`src/rtl/lsu_sb.sv`:
```
`default_nettype none
// ============================================================================
// Module   : lsu_sb
// Purpose  : Load/store unit with an in-order retiring store buffer sharing a
//            single-outstanding data-cache port with a blocking load path.
// Revision : 1.0 - initial release
// ============================================================================
module lsu_sb #(
  parameter int SB_DEPTH = 4,
  parameter int ROB_AW   = 4
) (
  input  logic              clk,
  input  logic              resetn,
  input  logic              flush,
  input  logic              issue_valid,
  output logic              issue_ready,
  input  logic [3:0]        issue_op,
  input  logic [31:0]       issue_base,
  input  logic [31:0]       issue_off,
  input  logic [31:0]       issue_wdata,
  input  logic [ROB_AW-1:0] issue_rob,
  input  logic              store_retire,
  output logic              cm_valid,
  output logic [ROB_AW-1:0] cm_rob,
  output logic [31:0]       cm_data,
  output logic [31:0]       cm_addr,
  output logic              cm_exc_load,
  output logic              cm_exc_store,
  output logic              d_req,
  output logic              d_wr,
  output logic [1:0]        d_size,
  output logic [31:0]       d_addr,
  output logic [31:0]       d_wdata,
  output logic [3:0]        d_strb,
  input  logic              d_addr_ok,
  input  logic              d_data_ok,
  input  logic [31:0]       d_rdata,
  output logic              sb_empty
);

  localparam int            c_iw    = $clog2(SB_DEPTH);
  localparam logic [c_iw:0] c_depth = (c_iw+1)'(SB_DEPTH);

  localparam logic [3:0] c_op_lb  = 4'd0;
  localparam logic [3:0] c_op_lbu = 4'd1;
  localparam logic [3:0] c_op_lh  = 4'd2;
  localparam logic [3:0] c_op_lhu = 4'd3;
  localparam logic [3:0] c_op_lw  = 4'd4;
  localparam logic [3:0] c_op_sb  = 4'd8;
  localparam logic [3:0] c_op_sh  = 4'd9;
  localparam logic [3:0] c_op_sw  = 4'd10;

  typedef enum logic [2:0] {
    ST_IDLE  = 3'd0,
    ST_CHK   = 3'd1,
    ST_REQ   = 3'd2,
    ST_WAIT  = 3'd3,
    ST_DRAIN = 3'd4
  } ld_state_t;

  ld_state_t         r_state;
  logic [c_iw:0]     r_head, r_ret, r_tail;
  logic              r_live;
  logic              r_st_out;
  logic [31:0]       r_ld_addr;
  logic [3:0]        r_ld_op;
  logic [ROB_AW-1:0] r_ld_rob;

  logic              r_cm_valid, r_cm_exc_load, r_cm_exc_store;
  logic [ROB_AW-1:0] r_cm_rob;
  logic [31:0]       r_cm_data, r_cm_addr;
  logic              r_d_req, r_d_wr;
  logic [1:0]        r_d_size;
  logic [31:0]       r_d_addr, r_d_wdata;
  logic [3:0]        r_d_strb;

  logic [31:0] r_sb_addr [SB_DEPTH];
  logic [31:0] r_sb_data [SB_DEPTH];
  logic [3:0]  r_sb_strb [SB_DEPTH];
  logic [1:0]  r_sb_size [SB_DEPTH];

  logic [31:0]     w_addr;
  logic            w_is_load, w_is_store, w_mis, w_accept, w_enq;
  logic [c_iw:0]   w_count, w_ret_nx;
  logic            w_full, w_ret_pend, w_unret, w_match;
  logic [c_iw-1:0] w_head_idx;
  logic [c_iw-1:0] w_slot_off [SB_DEPTH];
  logic [31:0]     w_st_data;
  logic [3:0]      w_st_strb;

  function automatic logic [31:0] f_ld_ext(input logic [31:0] rd, input logic [1:0] a,
                                           input logic [3:0] op);
    logic [31:0] sh;
    sh = rd >> {a, 3'b000};
    case (op)
      c_op_lb:  f_ld_ext = {{24{sh[7]}}, sh[7:0]};
      c_op_lbu: f_ld_ext = {24'd0, sh[7:0]};
      c_op_lh:  f_ld_ext = {{16{sh[15]}}, sh[15:0]};
      c_op_lhu: f_ld_ext = {16'd0, sh[15:0]};
      default:  f_ld_ext = rd;
    endcase
  endfunction

  assign w_addr     = issue_base + issue_off;
  assign w_is_load  = issue_op inside {c_op_lb, c_op_lbu, c_op_lh, c_op_lhu, c_op_lw};
  assign w_is_store = issue_op inside {c_op_sb, c_op_sh, c_op_sw};
  assign w_count    = r_tail - r_head;
  assign w_full     = (w_count == c_depth);
  assign w_ret_pend = (r_head != r_ret);
  assign w_unret    = (r_ret != r_tail);
  assign w_ret_nx   = (store_retire && w_unret) ? r_ret + 1'b1 : r_ret;
  assign w_head_idx = r_head[c_iw-1:0];
  // A same-cycle flush squashes the offered instruction as younger state.
  assign w_accept   = issue_valid && issue_ready && !flush;
  assign w_enq      = w_accept && w_is_store && !w_mis;

  always_comb begin
    w_mis = 1'b0;
    case (issue_op)
      c_op_lw, c_op_sw:           w_mis = |w_addr[1:0];
      c_op_lh, c_op_lhu, c_op_sh: w_mis = w_addr[0];
      default: ;
    endcase
  end

  always_comb begin
    w_st_data = issue_wdata;
    w_st_strb = 4'b1111;
    case (issue_op)
      c_op_sb: begin
        w_st_data = {24'd0, issue_wdata[7:0]} << {w_addr[1:0], 3'b000};
        w_st_strb = 4'b0001 << w_addr[1:0];
      end
      c_op_sh: begin
        w_st_data = w_addr[1] ? {issue_wdata[15:0], 16'd0} : {16'd0, issue_wdata[15:0]};
        w_st_strb = w_addr[1] ? 4'b1100 : 4'b0011;
      end
      default: ;
    endcase
  end

  // Word-granular hazard check against every live entry, retired or not.
  always_comb begin
    w_match = 1'b0;
    for (int i = 0; i < SB_DEPTH; i++) begin
      w_slot_off[i] = c_iw'(i) - w_head_idx;
      if (({1'b0, w_slot_off[i]} < w_count) && (r_sb_addr[i][31:2] == r_ld_addr[31:2]))
        w_match = 1'b1;
    end
  end

  always_ff @(posedge clk) begin
    if (w_enq) begin
      r_sb_addr[r_tail[c_iw-1:0]] <= w_addr;
      r_sb_data[r_tail[c_iw-1:0]] <= w_st_data;
      r_sb_strb[r_tail[c_iw-1:0]] <= w_st_strb;
      r_sb_size[r_tail[c_iw-1:0]] <= issue_op[1:0];
    end
  end

  always_ff @(posedge clk or negedge resetn) begin
    if (!resetn) begin
      r_head         <= '0;
      r_ret          <= '0;
      r_tail         <= '0;
      r_state        <= ST_IDLE;
      r_live         <= 1'b0;
      r_st_out       <= 1'b0;
      r_ld_addr      <= '0;
      r_ld_op        <= '0;
      r_ld_rob       <= '0;
      r_cm_valid     <= 1'b0;
      r_cm_rob       <= '0;
      r_cm_data      <= '0;
      r_cm_addr      <= '0;
      r_cm_exc_load  <= 1'b0;
      r_cm_exc_store <= 1'b0;
      r_d_req        <= 1'b0;
      r_d_wr         <= 1'b0;
      r_d_size       <= '0;
      r_d_addr       <= '0;
      r_d_wdata      <= '0;
      r_d_strb       <= '0;
    end else begin
      r_live         <= 1'b1;
      r_cm_valid     <= 1'b0;
      r_cm_exc_load  <= 1'b0;
      r_cm_exc_store <= 1'b0;

      // Retire is applied before the flush truncation.
      r_ret <= w_ret_nx;
      if (flush)
        r_tail <= w_ret_nx;
      else if (w_enq)
        r_tail <= r_tail + 1'b1;

      if (w_accept) begin
        if (w_mis) begin
          r_cm_valid     <= 1'b1;
          r_cm_rob       <= issue_rob;
          r_cm_addr      <= w_addr;
          r_cm_data      <= '0;
          r_cm_exc_load  <= w_is_load;
          r_cm_exc_store <= w_is_store;
        end else if (w_is_store) begin
          r_cm_valid <= 1'b1;
          r_cm_rob   <= issue_rob;
          r_cm_addr  <= w_addr;
          r_cm_data  <= w_st_data;
        end else if (w_is_load) begin
          r_ld_addr <= w_addr;
          r_ld_op   <= issue_op;
          r_ld_rob  <= issue_rob;
          r_state   <= ST_CHK;
        end
      end

      if (r_st_out) begin
        if (r_d_req) begin
          if (d_addr_ok) r_d_req <= 1'b0;
        end else if (d_data_ok) begin
          r_st_out <= 1'b0;
          r_head   <= r_head + 1'b1;
        end
      end else if (w_ret_pend && !r_d_req && r_state != ST_WAIT && r_state != ST_DRAIN) begin
        r_st_out  <= 1'b1;
        r_d_req   <= 1'b1;
        r_d_wr    <= 1'b1;
        r_d_addr  <= r_sb_addr[w_head_idx];
        r_d_wdata <= r_sb_data[w_head_idx];
        r_d_strb  <= r_sb_strb[w_head_idx];
        r_d_size  <= r_sb_size[w_head_idx];
      end

      case (r_state)
        ST_IDLE: ;
        ST_CHK: begin
          if (flush)         r_state <= ST_IDLE;
          else if (!w_match) r_state <= ST_REQ;
        end
        ST_REQ: begin
          if (r_d_req && !r_d_wr) begin
            if (d_addr_ok) begin
              r_d_req <= 1'b0;
              r_state <= flush ? ST_DRAIN : ST_WAIT;
            end else if (flush || w_ret_pend) begin
              // Unhandshaken load yields to a retired store or a flush.
              r_d_req <= 1'b0;
              if (flush) r_state <= ST_IDLE;
            end
          end else if (flush) begin
            r_state <= ST_IDLE;
          end else if (!r_st_out && !w_ret_pend) begin
            r_d_req   <= 1'b1;
            r_d_wr    <= 1'b0;
            r_d_addr  <= r_ld_addr;
            r_d_size  <= r_ld_op[2:1];
            r_d_strb  <= 4'b0000;
            r_d_wdata <= '0;
          end
        end
        ST_WAIT: begin
          if (d_data_ok) begin
            r_state <= ST_IDLE;
            if (!flush) begin
              r_cm_valid <= 1'b1;
              r_cm_rob   <= r_ld_rob;
              r_cm_addr  <= r_ld_addr;
              r_cm_data  <= f_ld_ext(d_rdata, r_ld_addr[1:0], r_ld_op);
            end
          end else if (flush) begin
            r_state <= ST_DRAIN;
          end
        end
        ST_DRAIN: begin
          if (d_data_ok) r_state <= ST_IDLE;
        end
        default: r_state <= ST_IDLE;
      endcase
    end
  end

  assign issue_ready  = r_live && (r_state == ST_IDLE) && !w_full;
  assign sb_empty     = (r_head == r_tail);
  assign cm_valid     = r_cm_valid;
  assign cm_rob       = r_cm_rob;
  assign cm_data      = r_cm_data;
  assign cm_addr      = r_cm_addr;
  assign cm_exc_load  = r_cm_exc_load;
  assign cm_exc_store = r_cm_exc_store;
  assign d_req        = r_d_req;
  assign d_wr         = r_d_wr;
  assign d_size       = r_d_size;
  assign d_addr       = r_d_addr;
  assign d_wdata      = r_d_wdata;
  assign d_strb       = r_d_strb;

endmodule
`default_nettype wire

```
`config.mk`:
```
export PLATFORM = sky130hd
export DESIGN_NAME = lsu_sb
export DESIGN_NICKNAME = d
export VERILOG_FILES = /design/src/rtl/lsu_sb.sv
export SDC_FILE = /design/constraint.sdc
export NUM_CORES = 1
export LEC_CHECK = 0
export CORE_MARGIN = 2
export CORE_UTILIZATION = 50
export DETAILED_ROUTE_END_ITERATION = 6
export GPL_TIMING_DRIVEN = 0
export PLACE_DENSITY = 0.74
export SYNTH_ARGS = -nofsm -noshare
export SYNTH_HDL_FRONTEND = slang
export SYNTH_SLANG_ARGS = --single-unit
```
`constraint.sdc`:
```
create_clock -name clk -period 7.7 [get_ports clk]
set_clock_uncertainty 0.2 [all_clocks]
set_input_delay 0.77 -clock clk [delete_from_list [all_inputs] [get_ports clk]]
set_output_delay 0.77 -clock clk [all_outputs]
set_load 0.005 [all_outputs]
```
==> results of run 1 <==
kinds of logic after synthesis:
family                   count (synthesis)
multiplexers                           127
AO/OA/AOI/OAI                          373
adder cells (fa/ha/maj)                 44
flip-flops                             477
buffers and inverters                  157
other                                    1
AND/OR/NAND/NOR                        539
XOR/XNOR                               161
final cells by class:
| type | count | area share |
|---|---|---|
| Clock buffer | 68 | 0.0487 |
| Sequential cell | 477 | 0.471 |
| Clock inverter | 26 | 0.0104 |
| Tap cell | 600 | 0.0265 |
| Buffer | 123 | 0.0187 |
| Timing Repair Buffer | 292 | 0.107 |
| Multi-Input combinational cell | 1245 | 0.314 |
| Inverter | 34 | 0.00451 |
per-stage QoR:
stage	setup WS, ps	power [mW]	hold WS (ps)	instance area, sq um
6_report	2780	10.0	-10.6	28300
5_1_grt	2520	10.5	63.6	28300
4_1_cts	2840	10.0	24.6	28300
3_5_place_dp	2210	7.54	272	26600
3_3_place_gp	-3060	7.47	266	26500
2_1_floorplan	2710	5.74	245	22900
cell usage after synthesis, types with 17 or more instances:
cell type / n / area [sq um]
a21o_1: 22 / 165
a21oi_1: 138 / 691
buf_2: 19 / 95.1
clkbuf_1: 83 / 312
dfrtp_1: 197 / 4930
edfxtp_1: 280 / 8410
ha_1: 40 / 500
inv_1: 34 / 128
mux2i_1: 46 / 460
mux4_2: 70 / 1580
nand2_1: 257 / 965
nand3_1: 17 / 85.1
nor2_1: 122 / 458
nor3_1: 40 / 200
nor4_1: 30 / 188
o21ai_0: 74 / 370
o22ai_1: 33 / 206
xnor2_1: 40 / 350
xor2_1: 121 / 1060
sequential cells by signal, indices dropped and copies added (netlist names), 4 cells and up:
name       count
r_sb_addr    128
r_sb_data    128
cm_addr       32
cm_data       32
d_addr        32
d_wdata       32
r_ld_addr     32
r_sb_strb     16
r_sb_size      8
cm_rob         4
d_strb         4
r_ld_op        4
r_ld_rob       4
worst max-delay path, cell delays in order:
cell and delay (ps):
clkdlybuf4s50_1 460, ha_1 200, inv_1 60, fa_1 780
inv_1 120, o21ai_0 100, a21oi_1 110, nor2_1 430
clkbuf_1 450, clkbuf_1 500, and3_4 650, buf_16 330
worst max path at each step:
stage	start	end	slack, ps
after floorplan	issue_base[0]	r_sb_addr[0][0]	2710
after global placement	resetn	d_wdata[9]	-3060
after detailed placement	issue_base[0]	r_sb_addr[0][18]	2210
after CTS	issue_base[0]	r_sb_addr[0][15]	2840
after global routing	issue_base[0]	r_sb_addr[0][15]	2520
final	issue_base[0]	r_sb_addr[0][23]	2780
power breakdown:
| group | total (mW) | switching [mW] | leakage, nW | internal, mW |
|---|---|---|---|---|
| Combinational | 3.90 | 2.08 | 5.05 | 1.82 |
| Clock | 2.45 | 1.04 | 0.820 | 1.41 |
| Sequential | 3.66 | 0.386 | 4.91 | 3.27 |
per-layer routing:
metal | vias up | global-route usage | share of wire
met2 | 929 | 0.454 | 0.46
li1 | 7563 | - | -
met4 | 0 | 0.0798 | 0.023
met3 | 100 | 0.0600 | 0.10
met5 | - | 0 | 0
met1 | 8487 | 0.420 | 0.41
==> flow_summary.json, run 1 <==
{
  "run_status": "finished, violations left",
  "violations": "hold timing",
  "grt_start_max_net_pins": 101,
  "antenna_found_initial": 0,
  "ys_seq_area_frac": 0.584,
  "async_flop_share": 0.413,
  "layout.cells.non_filler": 2865,
  "drv_slew": 0,
  "grt_pass1_vias": 16700,
  "htreeDepth": 2,
  "viasPerCell": 5.96,
  "start_util": 0.505,
  "die_h_microns": 218,
  "synthCells": 1879,
  "synth_top_family_by_area": "simple AND/OR/NAND/NOR gates",
  "irDropWorstVdd_v": 0.000189,
  "cts_resized": 0,
  "path_max_fanout": 42,
  "gp_congestion": 0.937,
  "synthMuxAreaShare": 0.0946,
  "crit_arrival_ps": 4980,
  "cap_violations": 0,
  "finalHoldViolCount": 2,
  "setup_viol": 0,
  "worstMarginPinSlew_ps": 1380,
  "wl_per_cell_microns": 24.2,
  "postCtsHoldBufs": 0,
  "cp-start-kind": "input pin",
  "hp-class": "input pin to async pin",
  "dr_total_vias": 17100,
  "grt_usage": 0.292,
  "ys_types": 74,
  "crit_required_ps": 7760,
  "path_class": "input pin to flop",
  "seqCellArea_sq_um": 13300,
  "synth_edf_count": 280,
  "ant_nets": 0,
  "p_leak_nw": 10.8,
  "dpl.hpwl_mm": 51.1,
  "synth_seq_cells": 477,
  "most-common-layout-cells": "286 x clkdlybuf4s50_1, 280 x edfxtp_1, 257 x nand2_1",
  "io_buffers": 287,
  "utilization": 0.625,
  "drt-initial-drc-count": 1879,
  "fp.dieArea_sq_um": 47400,
  "die_x_microns": 218,
  "clock_sinks": 477,
  "synth_xor_xnor_area_share": 0.0617,
  "ios": 288,
  "antennaDiodeCount": 0,
  "first_pass_iters": 7,
  "end_kind": "flop",
  "finalCritPeriodShare": 0.638,
  "cts.clk_slew.worst_paths_ps": 60,
  "drcViolationCount": 0,
  "post-cts-setup-buffer-count": 0,
  "row_count": 78,
  "final_nets": 2408,
  "area_growth_pct": 23.9,
  "fmax_ghz": 0.203,
  "r2r_start": "r_head[0]",
  "synth-adder-area-share": 0.0245,
  "grt_pass1_wl_mm": 103,
  "reg2reg_to": "cm_addr[3]",
  "clockRootBuffer": "clkbuf_16",
  "fin_crit_ps": 4920,
  "slew-limit-headroom": 0.0752,
  "rsz0062_at_grt": "false",
  "yosys.area_share.simple": 0.104,
  "rrSetupSlack_ps": 3310,
  "n_fill_cell": 3510,
  "clock_latency_ps": 620,
  "yosys_most_used_dff": "edfxtp_1",
  "coreArea_sq_um": 45300,
  "grt_remaining_overflow": 0,
  "clockBufferDepth": 3,
  "synthesis.nets": 2064,
  "power_density_nw_per_um2": 353,
  "drive_gt1_frac": 0.101,
  "avgSynthCellArea_sq_um": 12.2,
  "synthesis.area_sq_um": 22900,
  "multiInputGateArea_sq_um": 8880,
  "routed_wl_mm": 69.4,
  "cts_tree": "done",
  "fin_setup_tns_ps": 0,
  "whs_ps": -10.6,
  "dp.cells": 2771,
  "synth_compound_area_frac": 0.103,
  "rr_worst_depth": 12,
  "yosysWarnings": 0,
  "final_common_cell": "clkdlybuf4s50_1",
  "cts_made_buffers": 50
}
No activity file was read; power rests on OpenSTA's default activity.
==> inputs of run 2 (changes only) <==
PLACE_DENSITY = 0.77   (was 0.74)
clock period = 4 ns   (was 7.7 ns; I/O delays follow)
==> flow_summary.json, run 2 (synthesis results as in run 1) <==
{
  "postPlaceCellArea_sq_um": 26600,
  "grt_pass1_vias": 16700,
  "fmax_ghz": 0.258,
  "first_pass_iters": 5,
  "path_buf_inv": 2,
  "most-common-layout-cells": "286 x clkdlybuf4s50_1, 280 x edfxtp_1, 257 x nand2_1",
  "irDropWorstVdd_v": 0.000400,
  "ios": 288,
  "ant_nets": 0,
  "viasPerCell": 5.94,
  "die_x_microns": 218,
  "finalCritPeriodShare": 0.967,
  "layout.cells.non_filler": 2867,
  "fp.dieArea_sq_um": 47400,
  "gp_congestion": 0.953,
  "final_nets": 2412,
  "drt-initial-drc-count": 2076,
  "area_growth_pct": 23.8,
  "cts_tree": "done",
  "die_h_microns": 218,
  "path_max_fanout": 38,
  "end_kind": "flop",
  "grt_usage": 0.296,
  "coreArea_sq_um": 45300,
  "rsz0062_at_grt": "false",
  "cp_top_family": "simple AND/OR/NAND/NOR gates",
  "layout_setup_ws_ps": 130,
  "clockRootBuffer": "clkbuf_16",
  "grt_pass1_wl_mm": 104,
  "start_util": 0.505,
  "utilization": 0.625,
  "slew-limit-headroom": 0.106,
  "dp_slack_ps": -1060,
  "row_count": 78,
  "cts_made_buffers": 47,
  "fin_crit_ps": 3870,
  "dpl.hpwl_mm": 51.3,
  "power_mw": 19.1,
  "final_common_cell": "clkdlybuf4s50_1",
  "run_status": "finished clean",
  "crit_required_ps": 4250,
  "cap_violations": 0,
  "drive_gt1_frac": 0.104,
  "htreeDepth": 2,
  "clock_sinks": 477,
  "cp-start-kind": "flop",
  "drv_slew": 0,
  "io_buffers": 287,
  "drcViolationCount": 0,
  "power_density_nw_per_um2": 674,
  "cts.clk_slew.worst_paths_ps": 60,
  "grt_remaining_overflow": 0,
  "setup_viol": 0,
  "crit_arrival_ps": 4120,
  "p_leak_nw": 10.8,
  "antenna_found_initial": 3,
  "hp-class": "input pin to flop",
  "finalHoldViolCount": 0,
  "path_class": "flop to flop",
  "cpMaxStageDelayCell": "dfrtp_1",
  "clock_latency_ps": 590,
  "wl_per_cell_microns": 24.5,
  "routed_wl_mm": 70.2,
  "dp.cells": 2771,
  "stdcell_area_sq_um": 28300,
  "clockBufferDepth": 3,
  "crit_chain": "inv_1, ha_1, fa_1, xor2_2, o2111a_2, nand3_2, nor2_4, and3_4, buf_16, xnor2_1, o21ai_0",
  "worstMarginPinSlew_ps": 1330,
  "critPathMaxStageDelay_ps": 510,
  "grt_start_max_net_pins": 100,
  "dr_total_vias": 17000,
  "rrSetupSlack_ps": 130
}
## run 2: cell count changes in the layout (fill, tap and decap cells not counted), moves of 3 or more
cell       previous run  this run
clkbuf_1             95        85
clkbuf_2              0         4
clkinv_1              2        10
clkinv_2             13         8
buf_12                0         3
clkbuf_8              6         1
clkbuf_16            50        47
nor2_1              122       119
and3_2                0         4
## run 2: area by class of cell
cell class	count	area, sq um
antenna	1	2.50
buffer	122	536
clock buffer	54	1210
clock inverter	34	344
fill	3564	17000
inverter	34	128
multi-input combinational	1249	8930
sequential	477	13300
tap	600	751
timing repair buffer	296	3050
## run 2: final timing paths
kind | cells past startpoint | startpoint | to
min in group asynchronous | 2 | resetn | cm_addr[12]
max | 11 | r_tail[0] | r_tail[2]
max in group asynchronous | 3 | resetn | d_wdata[29]
max reg2reg | 11 | r_tail[0] | r_tail[2]
min | 3 | issue_rob[2] | r_ld_rob[2]
min reg2reg | 2 | r_ld_rob[1] | r_ld_rob[1]
## run 2: power breakdown
group          total [mW]  switching [mW]  internal (mW)
Sequential           7.04           0.737           6.30
Combinational        7.54            4.02           3.51
Clock                4.50            1.97           2.53
Total                19.1            6.73           12.3
## run 2: worst reg2reg max path: cells and delay by family (launching register included)
kind	cells	cell delay, ps
xor gates and xnor gates	2	530
buffers and inverters	2	440
AOI/OAI and AO/OA	2	400
and+or+nand+nor	3	990
adders and majority gates	2	670
DFF	1	510
## run 2: through the flow
step | setup TNS (ps) | hold WS [ps]
3_5_place_dp | -203410 | 268
6_report | 0 | 192
2_1_floorplan | 0 | -95.6
5_1_grt | 0 | 204
4_1_cts | 0 | 175
3_3_place_gp | -1609040 | 267
## run 2: layer usage
layer,vias up,wire length (microns),global-route usage
met2,907,32200,0.461
met4,4,1960,0.0841
met3,122,7130,0.0541
met5,-,25,0
met1,8425,28900,0.428
li1,7563,-,-
## run 2: repair_timing
item / 4_1_cts / 5_1_grt
hold buffers: 1 / 0
pin swaps: 4 / 0
endpoints found under the hold margin: 98 / 0
cloned: 4 / 0
endpoints found under the setup margin: 289 / 91
buffers inserted: 3 / 0
gates resized for setup: 7 / 8
==> inputs of run 3 (changes only) <==
PLACE_DENSITY = 0.85   (was 0.77)
REMOVE_ABC_BUFFERS = 1   (was default)
==> flow_summary.json, run 3 (synthesis results as in run 1) <==
{
  "run_status": "finished clean",
  "cpMaxStageDelayCell": "fa_1",
  "grt_usage": 0.300,
  "finalCritPeriodShare": 0.980,
  "cp-startpoint": "issue_base[0]",
  "most-common-layout-cells": "285 x clkdlybuf4s50_1, 280 x edfxtp_1, 255 x nand2_1",
  "hp-class": "input pin to async pin",
  "viasPerCell": 6.21,
  "irDropWorstVdd_v": 0.000456,
  "routed_wl_mm": 71.5,
  "reg2reg_to": "r_state[0]",
  "end_kind": "flop",
  "grt_pass1_wl_mm": 106,
  "fin_setup_tns_ps": 0,
  "antenna_found_initial": 7,
  "row_count": 78,
  "die_h_microns": 218,
  "grt_start_max_net_pins": 79,
  "gp_congestion": 0.919,
  "final_common_cell": "clkdlybuf4s50_1",
  "path_buf_inv": 4,
  "crit_cells": 13,
  "crit_required_ps": 4290,
  "rrSetupSlack_ps": 140,
  "r2r_start": "r_head[1]",
  "drcViolationCount": 0,
  "n_fill_cell": 3390,
  "final_nets": 2318,
  "cts_tree": "done",
  "ant_nets": 0,
  "cp_top_family": "compound AO/OA/AOI/OAI gates",
  "cts_made_buffers": 48,
  "clock_latency_ps": 610,
  "area_growth_pct": 24.2,
  "drive_gt1_frac": 0.114,
  "grt_pass1_vias": 17200,
  "setup.worst_path.end": "cm_addr[14]",
  "ios": 288,
  "fmax_ghz": 0.255,
  "slew-limit-headroom": 0.155,
  "cts.clk_slew.worst_paths_ps": 70,
  "start_util": 0.505,
  "path_max_fanout": 33,
  "drt-initial-drc-count": 2010,
  "io_buffers": 287,
  "worstMarginPinSlew_ps": 1260,
  "setup_viol": 0,
  "clockBufferDepth": 3,
  "power_density_nw_per_um2": 681,
  "coreArea_sq_um": 45300,
  "wl_per_cell_microns": 25.8,
  "crit_chain": "clkdlybuf4s50_1, ha_1, inv_1, fa_1, clkinvlp_4, o21ai_0, a21oi_2, nor2_4, a21o_4, nand2_2, buf_12, o22a_1, o21a_1",
  "rr_worst_depth": 10,
  "critPathMaxStageDelay_ps": 820,
  "drv_slew": 0,
  "fp.dieArea_sq_um": 47400,
  "dr_total_vias": 17200,
  "htreeDepth": 2,
  "first_pass_iters": 6,
  "power_mw": 19.3,
  "dpl.hpwl_mm": 46.8,
  "p_leak_nw": 10.8,
  "crit_arrival_ps": 4210,
  "cp-start-kind": "input pin",
  "die_x_microns": 218,
  "clockRootBuffer": "clkbuf_16",
  "finalHoldViolCount": 0,
  "path_class": "input pin to flop",
  "cap_violations": 0,
  "rsz0062_at_grt": "false",
  "fin_crit_ps": 3920,
  "clock_sinks": 477,
  "grt_remaining_overflow": 0
}
## run 3: changes by cell type in the layout (fill, tap and decap cells not counted), sizes merged, moves of 2 or more
cell      previous run  this run
clkbuf             138        68
inv                 38        35
buf                 47        32
clkinvlp             5         2
a21o                22        24
clkinv              20        14
## run 3: metrics by stage
stage | worst slack, ps | hold WS (ps) | cell area, sq um | std cells | utilization
after detailed placement | -1430 | 117 | 26500 | 2662 | 0.585
final | 81.5 | 90.7 | 28400 | 2775 | 0.627
after global placement | -7190 | 264 | 25900 | 2643 | 0.573
after CTS | 66.4 | 78.3 | 28400 | 2772 | 0.626
after global routing | 3.89 | 113 | 28400 | 2775 | 0.627
after floorplan | -3020 | -95.6 | 22300 | 1756 | -
## run 3: timing repair
| item | CTS | global route |
|---|---|---|
| cloned | 8 | 0 |
| buffers inserted | 11 | 1 |
| endpoints found under the hold margin | 119 | 0 |
| setup endpoints to repair | 392 | 155 |
| gates resized for setup | 9 | 3 |
| pin swaps | 8 | 3 |
| hold buffers | 1 | 0 |
## run 3: how the worst min path moves through the flow
stage / from / endpoint / cells after the start
6_report: resetn / r_ld_addr[24] / 2
5_1_grt: resetn / cm_addr[24] / 2
4_1_cts: resetn / r_ld_addr[24] / 2
3_5_place_dp: resetn / cm_addr[24] / 1
3_3_place_gp: r_ld_rob[0] / r_ld_rob[0] / 2
2_1_floorplan: resetn / cm_addr[0] / 0
## run 3: power breakdown
group	leakage (nW)	internal (mW)	switching, mW
combinational	5.08	3.61	3.58
sequential	4.91	6.31	1.15
clock	0.790	2.68	1.99
total	10.8	12.6	6.72
## run 3: metal layers
| metal | vias to the layer above | track usage | wire length, microns |
|---|---|---|---|
| li1 | 7377 | - | - |
| met1 | 8624 | 0.402 | 27700 |
| met2 | 1020 | 0.462 | 32800 |
| met3 | 215 | 0.0812 | 7710 |
| met4 | 8 | 0.129 | 3250 |
| met5 | - | 0 | 53 |
## run 3: worst register-to-register path, cell delays in order (launching register included)
cell and delay (ps):
dfrtp_4 600, buf_16 230, fa_1 500, xor2_2 210, o2111a_2 310, nand3_4 210, or3b_4 510, or3_4 520
buf_12 230, o21ai_0 110, o31a_1 160
## run 3: final cells by class
cell class	count	area [sq um]	area share
clock buffers	68	1340	0.0471
repair buffers	319	3480	0.123
clock inverters	22	285	0.0101
flip-flops and latches	477	13300	0.470
well taps	600	751	0.0265
diodes	2	5.00	0.000176
inverters	34	131	0.00463
multi-input cells	1253	9040	0.319
